--- src/rtl/nsa_pkg.sv ---
// rtl/nsa_pkg.sv - shared state encoding and slice width for the nibble-serial adder
package nsa_pkg;

  localparam int NIBBLE_W = 4;

  typedef enum logic [1:0] {
    IDLE = 2'd0,
    RUN  = 2'd1,
    DONE = 2'd2
  } state_t;

endpackage

--- src/rtl/nibble_adder_cin.sv ---
// rtl/nibble_adder_cin.sv - combinational 4-bit adder slice with carry-in and carry-out
module nibble_adder_cin
  import nsa_pkg::*;
(
  input  logic [NIBBLE_W-1:0] a,
  input  logic [NIBBLE_W-1:0] b,
  input  logic                cin,
  output logic [NIBBLE_W-1:0] s,
  output logic                cout
);

  assign {cout, s} = {1'b0, a} + {1'b0, b} + {{NIBBLE_W{1'b0}}, cin};

endmodule

--- src/rtl/nibble_serial_add_ctrl.sv ---
// rtl/nibble_serial_add_ctrl.sv - wide adder built from one 4-bit slice, one nibble per clock, LSB first
module nibble_serial_add_ctrl
  import nsa_pkg::*;
#(
  parameter int NIBBLES = 4
) (
  input  logic                          clk,
  input  logic                          rst_n,
  input  logic                          start_valid,
  output logic                          start_ready,
  input  logic [NIBBLE_W*NIBBLES-1:0]   a,
  input  logic [NIBBLE_W*NIBBLES-1:0]   b,
  input  logic                          cin,
  output logic [NIBBLE_W*NIBBLES-1:0]   sum,
  output logic                          cout,
  output logic                          done_valid,
  input  logic                          done_ready,
  output logic                          busy
);

  localparam int W  = NIBBLE_W * NIBBLES;
  localparam int CW = (NIBBLES > 1) ? $clog2(NIBBLES) : 1;
  localparam logic [CW-1:0] LAST_IDX = CW'(NIBBLES - 1);

  state_t state, state_nxt;

  logic [W-1:0]        a_r, b_r, sum_r;
  logic                carry_r, cout_r;
  logic [CW-1:0]       idx;
  logic [CW+1:0]       shamt;
  logic [W-1:0]        a_sh, b_sh, nib_mask;
  logic [NIBBLE_W-1:0] s4;
  logic                c4;
  logic                last;
  logic                accept;

  // Bit offset of the current nibble is idx*4, formed by concatenation to stay width-exact.
  assign shamt    = {idx, 2'b00};
  assign a_sh     = a_r >> shamt;
  assign b_sh     = b_r >> shamt;
  assign nib_mask = W'({NIBBLE_W{1'b1}}) << shamt;
  assign last     = (idx == LAST_IDX);
  assign accept   = (state == IDLE) && start_valid;

  nibble_adder_cin u_slice (
    .a    (a_sh[NIBBLE_W-1:0]),
    .b    (b_sh[NIBBLE_W-1:0]),
    .cin  (carry_r),
    .s    (s4),
    .cout (c4)
  );

  always_ff @(posedge clk or negedge rst_n) begin
    if (!rst_n) state <= IDLE;
    else        state <= state_nxt;
  end

  always_comb begin
    state_nxt   = state;
    start_ready = 1'b0;
    busy        = 1'b0;
    done_valid  = 1'b0;
    unique case (state)
      IDLE: begin
        start_ready = 1'b1;
        if (start_valid) state_nxt = RUN;
      end
      RUN: begin
        busy = 1'b1;
        if (last) state_nxt = DONE;
      end
      DONE: begin
        busy       = 1'b1;
        done_valid = 1'b1;
        if (done_ready) state_nxt = IDLE;
      end
      default: state_nxt = IDLE;
    endcase
  end

  // Index parks at zero after the last nibble so it never wraps inside RUN.
  always_ff @(posedge clk or negedge rst_n) begin
    if (!rst_n) begin
      a_r     <= '0;
      b_r     <= '0;
      sum_r   <= '0;
      carry_r <= 1'b0;
      cout_r  <= 1'b0;
      idx     <= '0;
    end else if (accept) begin
      a_r     <= a;
      b_r     <= b;
      carry_r <= cin;
      sum_r   <= '0;
      idx     <= '0;
    end else if (state == RUN) begin
      sum_r   <= (sum_r & ~nib_mask) | (W'(s4) << shamt);
      carry_r <= c4;
      idx     <= last ? '0 : idx + CW'(1);
      if (last) cout_r <= c4;
    end
  end

  assign sum  = sum_r;
  assign cout = cout_r;

endmodule

--- config.mk ---
export PLATFORM = sky130hd
export DESIGN_NAME = nibble_serial_add_ctrl
export DESIGN_NICKNAME = d
export VERILOG_FILES = /design/src/rtl/nsa_pkg.sv /design/src/rtl/nibble_adder_cin.sv /design/src/rtl/nibble_serial_add_ctrl.sv
export SDC_FILE = /design/constraint.sdc
export NUM_CORES = 1
export LEC_CHECK = 0
export ABC_AREA = 0
export BUFFER_PORTS_ARGS = -buffer_cell sky130_fd_sc_hd__buf_2
export CORE_ASPECT_RATIO = 1.1
export CORE_MARGIN = 2
export CORE_UTILIZATION = 29
export DETAILED_ROUTE_END_ITERATION = 8
export GPL_TIMING_DRIVEN = 1
export MAX_ROUTING_LAYER = met4
export SYNTH_ARGS = -nofsm -noshare
export SYNTH_HDL_FRONTEND = slang
export SYNTH_SLANG_ARGS = --single-unit
--- constraint.sdc ---
create_clock -name clk -period 2.7 [get_ports clk]
set_input_delay 0.135 -clock clk [delete_from_list [all_inputs] [get_ports clk]]
set_output_delay 0.135 -clock clk [all_outputs]
set_load 0.02 [all_outputs]
==> reports/metrics.cfg <==
[run_status]
outcome = complete, no violations

[floorplan]
die_w_microns = 93.1
io_pins = 57
row_count = 35
core_area_sq_um = 8450
die_y_microns = 102
start_util_pct = 30.0
die_area_sq_um = 9510

[setup_path]
cp.arrival_ps = 2720
worstPathRequired_ps = 2940
startpoint_type = flip-flop
cp_num_buf_inv = 0
worst_path_most_repeated_cell = fa_1
cpMaxStageDelayCell = mux4_2
end_kind = flip-flop
worstPathCellList = mux4_2, fa_1, fa_1, xor2_1, a32o_1
crit_type = reg -> reg
crit_family = adder cells
worstPathMaxFanout = 4
slowest_delay_ps = 540

[timing]
setup_viol = 0
timing.hold.ws_ps = 45.2
tns_ps = 0
max_slew_margin_pct = 58.6
skew_ps = 8.65
tightest_slew_ps = 621
rsz0062_at_grt = false
hold_viol = 0
drv_slew = 0
period_minus_slack_ps = 2480
period_share_pct = 91.7
fmax_mhz = 404

[detailed_routing]
drtIter0Drc = 78
vias_per_cell = 4.83
vias = 1685
dr.pass1.iters = 4
ant_nets = 0
wire_per_inst_microns = 15.8
finalWirelength_microns = 5520
drc = 0

[yosys]
post_synth.cell_area_avg_sq_um = 14.2
syn_area_sq_um = 2530
synth_cell_types = 32
seq_area_frac_synth_pct = 53.3
syn_inst = 178
synth_warnings = 0
syn_nets = 227
ys_ff_latch = 54

[hold_path]
hold_path_class = in -> reg

[run]
maxCapViolCount = 0

[layout]
final_core_util_pct = 36.3
fin_nets = 287
layout-drive-gt1-share_pct = 46.6
layout_common_cells = buf_2, dfrtp_1, mux2_2
n_antenna_cell = 0
mostFrequentLayoutCell = buf_2
area_delta_synth_final_pct = 21.1
design_area_sq_um = 3070

[clocking]
root_buffer = clkbuf_8
clkSinkCount = 54
cts_tree = built
clk_latency_ps = 300
clk_pin_slew_ps = 90
clock_path_buffers = 2
cts_resized = 0
h-tree-depth = 2
cts_buffers = 5

[pwr]
power_density_nw_per_um2 = 1330
leakage_nw = 1.44
ir_drop_v = 0.000482
power_mw = 4.09

[global_routing]
antenna_found_initial = 0
first_global_vias = 1796
grt_usage_pct = 13.1
grt_overflow = 0
grt_pass1_wl_microns = 9270
grt_max_degree = 34

[placement]
hpwl_microns = 4260
finalWeightedCongestion = 0.759
io_buffers = 56
post_dp_cell_area_sq_um = 2950

## cell usage after synthesis
library cell / n / area [sq um]
mux4_2: 8 / 180
nand3_1: 5 / 25.0
mux2i_1: 2 / 20.0
mux2_2: 29 / 327
nor2_1: 2 / 7.51
a32o_1: 6 / 60.1
inv_1: 7 / 26.3
buf_2: 8 / 40.0
fa_1: 2 / 40.0
a31oi_1: 1 / 6.26
a21bo_2: 1 / 10.0
dfrtp_1: 54 / 1350
a21boi_0: 1 / 7.51
a222oi_1: 1 / 10.0
a21boi_2: 1 / 11.3
a21o_1: 1 / 7.51
mux2_1: 4 / 45.0
o31ai_1: 2 / 15.0
and3b_1: 1 / 8.76
nor3b_1: 1 / 7.51
a22oi_1: 4 / 30.0
nor3_2: 2 / 20.0
ha_1: 10 / 125
xor2_1: 1 / 8.76
nand2_1: 6 / 22.5
inv_2: 1 / 3.75
o41ai_1: 2 / 17.5
o211ai_1: 1 / 7.51
a21oi_1: 6 / 30.0
clkbuf_1: 1 / 3.75
a22o_1: 6 / 52.6
buf_4: 1 / 7.51
## report_power, final
part	switching [mW]	internal, mW
Sequential	0.227	1.19
Combinational	1.14	0.980
Clock	0.251	0.297
## flip-flops by register name, indices dropped and copies added (netlist names)
register / flops
a_r: 16
b_r: 16
sum: 16
idx: 2
state: 2
carry_r: 1
cout: 1
## final timing paths
kind | startpoint | endpoint | slack (ps) | cells after the start
max in group asynchronous | rst_n | a_r[4]$_DFFE_PN0P_ | 1520 | 3
max | idx[0]$_DFFE_PN0P_ | sum[10]$_DFFE_PN0P_ | 220 | 5
max reg2reg | idx[0]$_DFFE_PN0P_ | sum[10]$_DFFE_PN0P_ | 220 | 5
min | a[15] | a_r[15]$_DFFE_PN0P_ | 50 | 2
min in group asynchronous | rst_n | sum[3]$_DFFE_PN0P_ | 380 | 2
min reg2reg | sum[3]$_DFFE_PN0P_ | sum[3]$_DFFE_PN0P_ | 480 | 2
## cells by family (layout without fill, tap and decap cells)
kind of cell	Yosys count	count (layout)	share of synthesized area, %
and+or+nand+nor	17	17	3.60
xor gates and xnor gates	1	1	0.346
adders and majority gates	12	12	6.52
muxes	43	43	22.6
buffers and inverters	18	78	3.21
DFF	54	54	53.3
AOI/OAI and AO/OA	33	33	10.5
## metrics by stage
stage	setup slack (ps)	instances
2_1_floorplan	58.5	178
3_3_place_gp	245	341
3_5_place_dp	199	341
4_1_cts	174	349
5_1_grt	37.2	349
6_report	224	349
## cell type report
class                      count  area (sq um)
tap                          111           139
timing repair buffer          63           335
fill                         853          5380
multi-input combinational    106          1100
clock buffer                   6          82.6
clock inverter                 1          30.0
inverter                       8          30.0
sequential                    54          1350
## metal layers
metal	part of all wire (%)	global-route usage [%]	up-vias
met2	51	21.5	54
met4	0.76	3.39	0
met5	0	-	-
met1	43	16.7	837
met3	4.7	2.80	5
li1	-	-	789
## what timing repair did
| item | 4_1_cts | 5_1_grt |
|---|---|---|
| setup buffers | 0 | 0 |
| hold endpoints to repair | 26 | 0 |
| hold buffers | 1 | 0 |
Power figures use the tool's default switching activity.
